File: config.mk
export PLATFORM = sky130hd
export DESIGN_NAME = riscv_imem_loader
export DESIGN_NICKNAME = d
export VERILOG_FILES = /design/src/rtl/riscv_imem_loader_pkg.sv /design/src/rtl/riscv_byte_packer.sv /design/src/rtl/riscv_imem_loader.sv
export SDC_FILE = /design/constraint.sdc
export NUM_CORES = 1
export LEC_CHECK = 0
export CAP_MARGIN = 20
export CORE_MARGIN = 2
export CORE_UTILIZATION = 62
export CTS_CLUSTER_DIAMETER = 120
export DETAILED_ROUTE_END_ITERATION = 12
export HOLD_SLACK_MARGIN = 0.02
export PLACE_DENSITY = 0.93
export SYNTH_ARGS = -nofsm -noshare
export SYNTH_HDL_FRONTEND = slang
export SYNTH_SLANG_ARGS = --single-unit
File: constraint.sdc
create_clock -name i_clk -period 10.6 [get_ports i_clk]
set_input_delay 2.65 -clock i_clk [delete_from_list [all_inputs] [get_ports i_clk]]
set_output_delay 2.65 -clock i_clk [all_outputs]
set_load 0.02 [all_outputs]
File: src/rtl/riscv_imem_loader_pkg.sv
// Shared configuration for the instruction-memory loader: memory sizes,
// loader FSM encodings and a small state helper.
package riscv_imem_loader_pkg;

  localparam int DMEM_ADDR_BIT = 10;
  localparam int IMEM_ADDR_BIT = 10;

  typedef enum logic [2:0] {
    S_HDR  = 3'd0,
    S_DATA = 3'd1,
    S_CSUM = 3'd2,
    S_DONE = 3'd3,
    S_ERR  = 3'd4
  } loader_state_t;

  // Terminal states stop the byte stream until the next reset.
  function automatic logic is_terminal(input loader_state_t s);
    return (s == S_DONE) || (s == S_ERR);
  endfunction

endpackage

File: src/rtl/riscv_byte_packer.sv
// Assembles a little-endian byte stream into 32-bit words and flags the
// accept that completes each word.
module riscv_byte_packer #(
  parameter int XLEN = 32
) (
  input  logic            clk,
  input  logic            rst,
  input  logic            byte_valid,
  input  logic            byte_ready,
  input  logic [7:0]      byte_in,
  output logic [1:0]      byte_idx,
  output logic [XLEN-1:0] acc,
  output logic            word_valid
);

  logic accept;

  assign accept = byte_valid && byte_ready;

  always_ff @(posedge clk) begin
    if (rst) begin
      byte_idx <= 2'd0;
      acc      <= '0;
    end else if (accept) begin
      acc[{byte_idx, 3'b000} +: 8] <= byte_in;
      byte_idx                     <= byte_idx + 2'd1;
    end
  end

  // Combinational so the owner can act on the same edge that takes the last byte.
  always_comb begin
    word_valid = accept && (byte_idx == 2'd3);
  end

endmodule

File: src/rtl/riscv_imem_loader.sv
// Framed byte-stream loader: writes COUNT words into IMEM from address 0,
// verifies the checksum and only then releases the core from reset.
module riscv_imem_loader #(
  parameter int XLEN          = 32,
  parameter int IMEM_ADDR_BIT = 10
) (
  input  logic            i_clk,
  input  logic            i_rst,
  input  logic            i_byte_valid,
  input  logic [7:0]      i_byte,
  output logic            o_byte_ready,
  output logic            o_im_we,
  output logic [XLEN-1:0] o_im_addr,
  output logic [XLEN-1:0] o_im_wdata,
  output logic            o_core_rstn,
  output logic            o_done,
  output logic            o_error
);

  import riscv_imem_loader_pkg::*;

  localparam int IDX_W = IMEM_ADDR_BIT + 1;
  localparam logic [XLEN-1:0] MAX_WORDS = XLEN'(2 ** IMEM_ADDR_BIT);

  loader_state_t state, next_state;

  logic [1:0]      pk_byte_idx;
  logic [XLEN-1:0] pk_acc;
  logic            pk_word_valid;
  logic [XLEN-1:0] in_word;
  logic            byte_ready;

  logic [IDX_W-1:0] word_count;
  logic [IDX_W-1:0] word_idx;
  logic [XLEN-1:0]  sum;

  riscv_byte_packer #(
    .XLEN(XLEN)
  ) u_packer (
    .clk        (i_clk),
    .rst        (i_rst),
    .byte_valid (i_byte_valid),
    .byte_ready (byte_ready),
    .byte_in    (i_byte),
    .byte_idx   (pk_byte_idx),
    .acc        (pk_acc),
    .word_valid (pk_word_valid)
  );

  // The word being completed: stored lanes overlaid with the byte on the bus.
  always_comb begin
    in_word                            = pk_acc;
    in_word[{pk_byte_idx, 3'b000} +: 8] = i_byte;
  end

  always_ff @(posedge i_clk) begin
    if (i_rst) begin
      state <= S_HDR;
    end else begin
      state <= next_state;
    end
  end

  always_comb begin
    next_state = state;
    byte_ready = !is_terminal(state);
    case (state)
      S_HDR: begin
        if (pk_word_valid) begin
          if (in_word > MAX_WORDS) begin
            next_state = S_ERR;
          end else if (in_word == '0) begin
            next_state = S_CSUM;
          end else begin
            next_state = S_DATA;
          end
        end
      end
      S_DATA: begin
        if (pk_word_valid && ((word_idx + IDX_W'(1)) == word_count)) begin
          next_state = S_CSUM;
        end
      end
      S_CSUM: begin
        if (pk_word_valid) begin
          next_state = (in_word == sum) ? S_DONE : S_ERR;
        end
      end
      S_DONE: next_state = S_DONE;
      S_ERR:  next_state = S_ERR;
      default: begin
        next_state = S_ERR;
        byte_ready = 1'b0;
      end
    endcase
  end

  assign o_byte_ready = byte_ready;

  // Word counter, running checksum and the registered IMEM write port.
  always_ff @(posedge i_clk) begin
    if (i_rst) begin
      word_count  <= '0;
      word_idx    <= '0;
      sum         <= '0;
      o_im_we     <= 1'b0;
      o_im_addr   <= '0;
      o_im_wdata  <= '0;
      o_done      <= 1'b0;
      o_error     <= 1'b0;
      o_core_rstn <= 1'b0;
    end else begin
      o_im_we <= 1'b0;
      if (pk_word_valid) begin
        case (state)
          S_HDR: begin
            word_count <= IDX_W'(in_word);
            sum        <= in_word;
          end
          S_DATA: begin
            sum        <= sum + in_word;
            o_im_we    <= 1'b1;
            o_im_addr  <= XLEN'({word_idx[IMEM_ADDR_BIT-1:0], 2'b00});
            o_im_wdata <= in_word;
            word_idx   <= word_idx + IDX_W'(1);
          end
          default: begin
          end
        endcase
      end
      o_done      <= (next_state == S_DONE);
      o_core_rstn <= (next_state == S_DONE);
      o_error     <= (next_state == S_ERR);
    end
  end

endmodule

### Yosys cells after proc, flatten, opt, wreduce, memory -nomap -nowiden

Cells that the tools add are included.

| word-level totals | value |
|---|---|
| bits in registers | 136 |
| input port bits | 11 |
| logic and storage cells | 52 |

| operators by class | value |
|---|---|
| add/subtract/negate cells | 4 |
| $lt $le $gt $ge | 1 |
| equality and inequality tests | 9 |
| shift-type cells | 2 |
| muxes and demuxes | 11 |
| bitwise gates (word level) | 1 |
| reduce and logical (&&, ||, !) cells | 13 |

Operators with widths:

| kind | count |
|---|---|
| one-hot mux 32 bit (2 select lines) | 1 |
| adder 32 bit | 1 |
| bitwise mux 32 bit | 1 |
| == test 32 bit | 1 |
| > comparator 32 x 11 -> 1 bit, second input constant | 1 |
| logical NOT 32 bit | 1 |
| variable shift 8 x 7 -> 32 bit, first input constant | 1 |
| indexed part select 8 x 7 -> 32 bit | 1 |
| two-way mux 3 bit | 5 |
| one-hot mux 3 bit (4 select lines) | 1 |
| adder 11 x 1 -> 11 bit, second input constant | 1 |
| == test 11 bit | 1 |
| == test 3 x 2 -> 1 bit, second input constant | 3 |
| negator 5 -> 7 bit | 1 |
| == test 3 bit, second input constant | 2 |
| AND reduction 2 bit | 3 |
| OR reduction 5 bit | 1 |
| == test 3 x 1 -> 1 bit, second input constant | 1 |
| logical AND 1 bit | 3 |
| logical NOT 3 bit | 1 |
| adder 2 x 1 -> 2 bit, second input constant | 1 |
| == test 2 bit, second input constant | 1 |
| two-way mux 1 bit | 2 |
| two-way mux 2 bit | 1 |
| 5 further kinds | 5 |

### Logic depth before layout (Yosys ltp)

Gate-level depths: netlist of the first run.

| logic depth | value |
|---|---|
| depth after elaboration | 10 |
| depth in mapped cells | 17 |
| depth with buffers taken out | 16 |

### Modules after synthesis

A second synthesis of the first run with hierarchy kept.

| unflattened totals | value |
|---|---|
| cells, all modules | 1069 |
| area total of the unflattened synthesis | 8094.0 um^2 |

By module, submodules not included:

| module | times used | cells an instance | area each (um^2) |
|---|---|---|---|
| riscv_imem_loader | 1 | 904 | 6710.2 |
| riscv_byte_packer | 1 | 165 | 1383.8 |

### Worst setup path before layout of the first run

Ideal clock, no wire load.

| timing path | value |
|---|---|
| path kind | input -> register |
| start | input i_byte[0] |
| end | register sum[30] |
| setup time | 0.133 ns |
| arrival time | 5.287 ns |
| slack | 5.181 ns |
| stages on the path | 13 |
| path through | a31oi_1 -> inv_1 -> ha_1 -> fa_1 -> a21oi_1 -> o22ai_1 -> a31oi_1 -> o21bai_1 -> o31ai_1 -> o41ai_1 -> a221oi_1 -> mux2i_1 -> a21oi_1 |

| on the way | value |
|---|---|
| longest elaborated chain between the ends | 4 |

RTL lines:

| what | line | text |
|---|---|---|
| from (decl) | riscv_imem_loader.sv:10 | `input logic [7:0] i_byte,` |
| indexed part select 8 x 7 -> 32 bit | riscv_imem_loader.sv:53 | `in_word[{pk_byte_idx, 3'b000} +: 8] = i_byte;` |
| bitwise mux 32 bit | riscv_imem_loader.sv:53 |  |
| net in_word[0] | riscv_imem_loader.sv:30 | `logic [XLEN-1:0] in_word;` |
| adder 32 bit | riscv_imem_loader.sv:121 | `sum <= sum + in_word;` |
| one-hot mux 32 bit (2 select lines) | riscv_imem_loader.sv:115 | `case (state)` |
| to (signal assigned) | riscv_imem_loader.sv:118 | `sum <= in_word;` |
| to (signal assigned) | riscv_imem_loader.sv:121 |  |
| to (decl) | riscv_imem_loader.sv:35 | `logic [XLEN-1:0] sum;` |

The timed path passes the listed nets, and every way through them passes these cells.
A chain may end at the register's enable or synchronous reset.

### Worst setup path in the final report of the first run

| timing path | value |
|---|---|
| start | input i_byte[1] |
| end | register sum[31] |

Same word-level chain as after synthesis.

==> flow_summary.ini, run 1 <==
[power_and_ir_drop]
powerDensity_nw_per_um2 = 145
leakagePower_nw = 3.66
p_int_mw = 0.936
peakVddDrop_uv = 123
power_frac_seq_pct = 40.8
p_switching_mw = 0.364
swShare_pct = 28.0
power_frac_comb_pct = 14.7
pwr-share-clk_pct = 44.4

[drt]
drc = 0
via_count = 7586
postRouteAntennaNets = 0
wl_mm = 21.5
drt-pass1-iter-count = 5
via_per_inst = 6.30
routedWlPerCell_um = 17.9
dr.first_iter.drc_count = 1083

[die]
die_h_um = 116
coreArea_sq_um = 12500
rows = 41
ios = 80
dieArea_sq_um = 13500
die_x_um = 116
start_util_pct = 62.8

[sta]
rsz0062_at_grt = false
clock_skew_ns = 0.00862
slew_viol_final = 0
clock.fmax_mhz = 165
slew_headroom_pct = 33.4
tightest_slew_ns = 0.999
min_period_ns = 6.07
setup_viol_count_final = 0
final-hold-violation-count = 0
setup_tns_ns = 0
finalCritPeriodShare_pct = 57.3

[synthesis]
synth-seq-area-share_pct = 34.8
synthFlopType = dfxtp_1
synth-edff-count = 0
synth_area_sq_um = 7830
synth_cells = 996
syn_avg_cell_area_sq_um = 7.86
synth_cell_type_count = 62
async_reset_ff_share_pct = 0
synth_seq_cells = 136
ys.warnings.count = 0

[critical_path]
crit_arrival_ns = 6.34
crit-reg2reg-launch = u_packer.byte_idx[0]
critPathMaxFanout = 6
required_ns = 10.87
crit_type = in -> reg
ff2ff_path_depth = 16
r2r_end = sum[28]
worst_setup_path_start_kind = primary input
end_kind = flip-flop
r2r_slack_ns = 5.45

[global_route]
grt-ovfl-total = 0
grt_antenna_before_repair = 0
grt_usage_pct = 32.3
grt_pass1_vias = 7188
grt_max_degree = 97
grt_pass1_wl_mm = 34.3

[cts]
path_clk_slew_ns = 0.06
cts_hold_buf = 0
cts.sinks = 136
clk_latency_ns = 0.43
ctsResizeCount = 0
clockBufferDepth = 2
cts-htree-levels = 4
cts-root-buf = clkbuf_16
cts_setup_buffers = 0
cts_tree = done
cts_made_buffers = 17

[layout]
layout-drive-gt1-share_pct = 5.52
fin_nets = 1070
design_area_sq_um = 8960
areaGrowthSynthToFinish_pct = 14.5
insertedDiodeCount = 0

[outcome]
status = finished, final reports clean

[place]
dpl_cell_area_sq_um = 8390
hpwl_mm = 14.0
port_buffers = 57
gp_congestion = 0.932

[hold_path]
hold_end = o_im_addr[11]
hold_depth = 2
hp-class = reg -> reg
hold_start = o_im_addr[11]

[flow_run]
max_cap_viol_count = 0
[registers in the layout, summed over array words and instances (netlist names), 2 cells and up]
register           flops
sum                   32
o_im_addr             10
u_packer.acc          32
state                  3
word_count            11
o_im_wdata            32
word_idx              11
u_packer.byte_idx      2
[cell usage in the layout (no fill, tap or decap), types with 4 or more instances in the layout]
master and n:
nor2_1 138, dfxtp_1 136, a211oi_1 92, nand2_1 72, a21oi_1 71, clkdlybuf4s50_1 56, nor2b_1 46, inv_1 45
ha_1 37, a31oi_1 33, o21ai_0 28, xnor2_1 25, xor2_1 23, conb_1 22, nor3_1 20, clkbuf_16 17
nand3_1 16, buf_4 16, nand4_1 12, o211ai_1 11, a21o_1 9, nor4_1 9, or3_1 8, o221ai_1 7
and3_1 5, nand2b_1 5, o21bai_1 5, o21a_1 5, clkinv_2 5, and2_1 4
[critical path, stage by stage]
cell             delay [ns]
clkdlybuf4s50_1        0.45
a31oi_1                0.55
inv_1                  0.18
ha_1                   0.36
a211oi_1               0.35
o21ai_1                0.18
a41o_1                 0.33
o2111ai_1              0.34
a21oi_1                0.18
o41ai_2                0.25
xor2_1                 0.21
mux2i_1                0.24
a211oi_2               0.08
[how the worst max path moves through the flow]
stage / start / to / slack (ns) / cells past startpoint
after CTS: i_byte[0] / sum[30] / 4.60 / 14
after global routing: i_byte[0] / sum[30] / 4.26 / 14
after global placement: i_byte[0] / sum[18] / 4.35 / 14
after floorplan: i_byte[0] / sum[30] / 5.18 / 13
final: i_byte[1] / sum[31] / 4.53 / 13
after detailed placement: i_byte[0] / sum[30] / 4.22 / 14
[cell families after synthesis]
| logic type | after synthesis | synth area share [%] |
|---|---|---|
| other | 1 | 0.0479 |
| adder cells (fa/ha/maj) | 38 | 6.17 |
| AND/OR/NAND/NOR | 346 | 20.5 |
| buffers and inverters | 132 | 7.48 |
| XOR/XNOR | 48 | 5.37 |
| multiplexers | 4 | 0.528 |
| flip-flops | 136 | 34.8 |
| AO/OA/AOI/OAI | 291 | 25.1 |
[layer usage]
metal	track usage (%)	up-vias	routed length, um
met1	40.2	3533	8560
met5	0	-	0
met2	51.3	438	9960
met4	17.2	0	836
li1	-	3544	-
met3	8.77	71	2180
[cells in the mapped netlist (3+ instances only)]
library cell | number | area, sq um
buf_4 | 23 | 173
a21o_1 | 9 | 67.6
clkbuf_1 | 59 | 221
a211oi_1 | 92 | 691
a31oi_1 | 33 | 206
dfxtp_1 | 136 | 2720
o21a_1 | 5 | 37.5
nand3_1 | 16 | 80.1
o21bai_1 | 5 | 37.5
o21ai_0 | 28 | 140
or3_1 | 8 | 50.1
and2_1 | 6 | 37.5
a21oi_1 | 71 | 355
nor3b_1 | 3 | 22.5
mux2i_1 | 3 | 30.0
nor2_1 | 138 | 518
nor2b_1 | 46 | 288
inv_1 | 45 | 169
nor3_1 | 20 | 100
xor2_1 | 23 | 201
nand2_1 | 72 | 270
nor4_1 | 9 | 56.3
ha_1 | 37 | 463
and3_1 | 5 | 31.3
o211ai_1 | 11 | 82.6
nand4_1 | 12 | 75.1
o221ai_1 | 7 | 61.3
xnor2_1 | 25 | 219
buf_2 | 3 | 15.0
nand2b_1 | 5 | 31.3
o31ai_1 | 3 | 22.5
[cell type report]
| cell class | instances | area (sq um) |
|---|---|---|
| timing repair buffer | 72 | 681 |
| fill | 892 | 3510 |
| clock inverter | 12 | 128 |
| tap | 172 | 215 |
| inverter | 45 | 169 |
| clock buffer | 19 | 443 |
| multi-input combinational | 749 | 4600 |
| sequential | 136 | 2720 |
[power groups by stage]
stage	clock network (mW)	registers, mW	logic (mW)
floorplan	0	0.539	0.141
global placement	0	0.541	0.178
detailed placement	0	0.541	0.182
CTS	0.577	0.530	0.186
global route	0.603	0.532	0.206
finish	0.577	0.531	0.191
[metrics by stage]
stage / util (%) / power (mW) / cells / setup WS (ns) / hold WS [ns]
6_report: 71.8 / 1.30 / 1205 / 4.53 / 0.454
5_1_grt: 71.8 / 1.34 / 1205 / 4.26 / 0.471
4_1_cts: 71.8 / 1.29 / 1205 / 4.60 / 0.458
3_5_place_dp: 67.3 / 0.724 / 1174 / 4.22 / 0.450
3_3_place_gp: 67.3 / 0.718 / 1174 / 4.35 / 0.445
2_1_floorplan: - / 0.680 / 1017 / 5.18 / 0.436
Note: power is estimated with default switching activity, not from simulation.
==> inputs of run 2 (changes only) <==
CORE_UTILIZATION = 52   (was 62)
PLACE_DENSITY = 0.84   (was 0.93)
clock period = 5.5 ns   (was 10.6 ns; I/O delays follow)
==> flow_summary.ini, run 2 (synthesized netlist as in run 1, its figures left out) <==
[drt]
routedWlPerCell_um = 17.6
dr.first_iter.drc_count = 866
via_count = 7508
drt-pass1-iter-count = 5
drc = 0
via_per_inst = 6.06
postRouteAntennaNets = 0
wl_mm = 21.8

[die]
ios = 80
start_util_pct = 53.4
coreArea_sq_um = 14600
die_h_um = 127
dieArea_sq_um = 16000
die_x_um = 127
rows = 44

[sta]
setup_viol_count_final = 0
slew_headroom_pct = 36.8
finalCritPeriodShare_pct = 83.0
slew_viol_final = 0
final-hold-violation-count = 0
clock_skew_ns = 0.00601
clock.fmax_mhz = 219
setup_tns_ns = 0
min_period_ns = 4.57
tightest_slew_ns = 0.948
rsz0062_at_grt = false
worst_slack_ns = 0.934

[layout]
fin_nets = 1092
layout-drive-gt1-share_pct = 7.49
final_common_cell = nor2_1
final_util_pct = 62.7
reg_top3 = o_im_wdata: 32 flops, sum: 32 flops, u_packer.acc: 32 flops
final_cell_count_no_fill = 1239
design_area_sq_um = 9180
layout_common_cells = nor2_1 (138), dfxtp_1 (136), a211oi_1 (92)
insertedDiodeCount = 0
areaGrowthSynthToFinish_pct = 17.3

[place]
port_buffers = 57
dp.cells = 1208
dpl_worst_slack_ns = 0.596
dpl_cell_area_sq_um = 8570
hpwl_mm = 15.2
gp_congestion = 1.00

[cts]
cts.sinks = 136
cts-root-buf = clkbuf_16
cts-htree-levels = 4
cts_tree = done
path_clk_slew_ns = 0.06
cts_made_buffers = 17
clk_latency_ns = 0.43
ctsResizeCount = 0
cts_setup_buffers = 0
cts_hold_buf = 0
clockBufferDepth = 2

[global_route]
grt_pass1_vias = 6746
grt_pass1_wl_mm = 34.8
grt_usage_pct = 27.0
grt_max_degree = 93
grt-ovfl-total = 0
grt_antenna_before_repair = 0

[critical_path]
crit_arrival_ns = 4.91
crit_slowest_cell = o41ai_1
required_ns = 5.85
max_stage_delay_ns = 0.71
path_cells = clkdlybuf4s50_1, nor2b_1, a31oi_1, inv_1, ha_1, a21oi_1, o221ai_1, a31oi_1, o21bai_1, o31ai_1, o41ai_1, a21oi_1, xor2_1, a211oi_1
end_kind = flip-flop
critPathMaxFanout = 6
worst_setup_path_start_kind = primary input
crit_buf_inv = 2
crit_type = in -> reg
crit_family = compound AO/OA/AOI/OAI gates

[flow_run]
max_cap_viol_count = 0

[power_and_ir_drop]
leakagePower_nw = 3.78
peakVddDrop_uv = 251
powerDensity_nw_per_um2 = 284

[hold_path]
hp-class = reg -> reg

[outcome]
status = finished, final reports clean
run 2: cell types whose count changed in the layout (fill, tap and decap cells not counted), sizes merged:
cell	before	now
buf	16	38
clkinv	8	4
clkbuf	19	21
bufinv	2	3
inv	46	47
run 2: worst paths after layout:
kind	from	to	slack, ns	cells after the start
setup reg to reg	u_packer.byte_idx[0]	sum[28]	1.05	16
setup / recovery	i_byte[0]	sum[28]	0.93	14
hold reg to reg	o_im_addr[5]	o_im_addr[5]	0.45	2
hold / removal	o_im_addr[5]	o_im_addr[5]	0.45	2
run 2: layer usage:
metal	share of wire, %	global-route usage (%)
met1	44	37.1
met2	45	42.8
met5	0	0
met4	2.6	9.24
met3	8.6	5.40
run 2: cell type report:
type                    instances  area [sq um]
well taps                     184           230
fillers                      1196          5470
multi-input cells             749          4600
clock buffers                  21           470
flip-flops and latches        136          2720
inverters                      45           169
repair buffers                 94           846
clock inverters                10           143
run 2: through the flow:
step	total power, mW	hold slack [ns]
final	2.61	0.453
after global routing	2.69	0.469
after CTS	2.60	0.455
after detailed placement	1.43	0.447
after global placement	1.42	0.442
after floorplan	1.31	0.436
run 2: worst min-delay path, stage by stage (launching register included):
cell,delay (ns)
dfxtp_1,0.30
nand2_1,0.05
a21oi_1,0.05
run 2: report_power, final:
| part | internal, mW | leakage [nW] | total, mW | switching [mW] |
|---|---|---|---|---|
| logic | 0.138 | 2.37 | 0.399 | 0.260 |
| registers | 1.01 | 1.10 | 1.02 | 0.0144 |
| clock network | 0.748 | 0.300 | 1.19 | 0.439 |
==> inputs of run 3 (changes only) <==
clock period = 3.9 ns   (was 5.5 ns; I/O delays follow)
==> flow_summary.ini, run 3 (synthesized netlist as in run 1, its figures left out) <==
[layout]
seq_area_sq_um = 2720
reg_top3 = o_im_wdata: 32 flops, sum: 32 flops, u_packer.acc: 32 flops
insertedDiodeCount = 0
final_common_cell = buf_4
fillers = 985
multiInputGateArea_sq_um = 4830
layout-drive-gt1-share_pct = 20.0
final_util_pct = 70.2
fin_nets = 1205
areaGrowthSynthToFinish_pct = 31.4
design_area_sq_um = 10300
final_cell_count_no_fill = 1353
layout_common_cells = buf_4 (149), nor2_1 (138), dfxtp_1 (136)

[cts]
clk_latency_ns = 0.44
cts_tree = done
path_clk_slew_ns = 0.06
cts_made_buffers = 17
clockBufferDepth = 2
cts-htree-levels = 4
cts.sinks = 136
cts_hold_buf = 0
cts-root-buf = clkbuf_16

[sta]
min_period_ns = 3.84
worst_slack_ns = 0.0596
setup_viol_count_final = 0
setup_tns_ns = 0
final-hold-violation-count = 0
tightest_slew_ns = 1.14
clock_skew_ns = 0.00524
slew_viol_final = 0
rsz0062_at_grt = true
finalCritPeriodShare_pct = 98.5
slew_headroom_pct = 23.9
worst_hold_slack_ns = 0.455
clock.fmax_mhz = 260

[drt]
routedWlPerCell_um = 18.4
drc = 0
wl_mm = 24.9
drt-pass1-iter-count = 5
dr.first_iter.drc_count = 1156
postRouteAntennaNets = 0
via_count = 8234
via_per_inst = 6.09

[global_route]
grt_antenna_before_repair = 1
grt_usage_pct = 30.3
grt_max_degree = 68
grt_pass1_wl_mm = 38.8
grt-ovfl-total = 0
grt_pass1_vias = 7793

[critical_path]
crit_family = compound AO/OA/AOI/OAI gates
crit_top_cell = a21oi_1
crit_slowest_cell = clkdlybuf4s50_1
critPathMaxFanout = 6
crit_arrival_ns = 4.11
end_kind = flip-flop
crit_buf_inv = 3
worst_setup_path_start_kind = primary input
path_cells = clkdlybuf4s50_1, nor2b_2, buf_4, a31oi_1, inv_1, ha_2, a21oi_1, o21a_1, o211ai_1, a21oi_1, a21oi_2, o41ai_2, xor2_1, mux2i_1, a211oi_2
crit_type = in -> reg
required_ns = 4.17
max_stage_delay_ns = 0.46

[power_and_ir_drop]
finalPower_mw = 3.83
peakVddDrop_uv = 332
leakagePower_nw = 4.40
powerDensity_nw_per_um2 = 373

[place]
dpl_cell_area_sq_um = 9420
dpl_worst_slack_ns = -0.476
port_buffers = 57
dp.cells = 1318
gp_congestion = 0.981
hpwl_mm = 16.8

[outcome]
status = finished, final reports clean

[die]
die_h_um = 127
ios = 80
rows = 44
die_x_um = 127
coreArea_sq_um = 14600
start_util_pct = 53.4
dieArea_sq_um = 16000

[hold_path]
hp-class = reg -> reg

[flow_run]
max_cap_viol_count = 0
[run 3: changes by cell type in the layout (fill, tap and decap cells not counted), sizes merged]
cell	delta
buf	+113
clkbuf	+1
clkinvlp	+4
clkinv	-2
inv	-1
bufinv	-1
[run 3: final cells by class]
type                       count  share of cell area (%)
clock buffer                  22                    4.81
clock inverter                10                    1.13
inverter                      45                    1.64
multi-input combinational    749                    47.0
sequential                   136                    26.5
tap                          184                    2.24
timing repair buffer         207                    16.7
[run 3: repair_timing]
action	in CTS	in global routing
pin swaps	0	6
setup endpoints to repair	4	19
setup buffers	0	3
resized for setup	2	41
[run 3: worst register-to-register path, delay by kind of cell (launching register included)]
kind,cells,cell delay (ns)
AO/OA/AOI/OAI,8,1.75
buffers and inverters,4,0.48
adder cells (fa/ha/maj),2,0.45
flip-flops,1,0.32
multiplexers,1,0.24
XOR/XNOR,1,0.22
AND/OR/NAND/NOR,1,0.15
[run 3: where the power goes]
group          switching, mW  internal, mW
Combinational          0.428         0.299
Clock                  0.639          1.02
Sequential            0.0185          1.42
Total                   1.09          2.75
[run 3: final timing paths]
check / slack [ns] / start / endpoint / cells past startpoint
worst min-delay path: 0.45 / o_im_addr[11] / o_im_addr[11] / 2
worst min register to register: 0.45 / o_im_addr[11] / o_im_addr[11] / 2
worst max-delay path: 0.06 / i_byte[0] / sum[31] / 15
worst max register to register: 0.12 / u_packer.byte_idx[1] / sum[31] / 17
[run 3: per-layer routing]
metal	GRT usage (%)	part of all wire, %	vias to the layer above
li1	-	-	3819
met1	39.3	40	3822
met2	47.8	44	472
met3	6.50	9.9	119
met4	15.4	5.1	2
met5	0	0.044	-
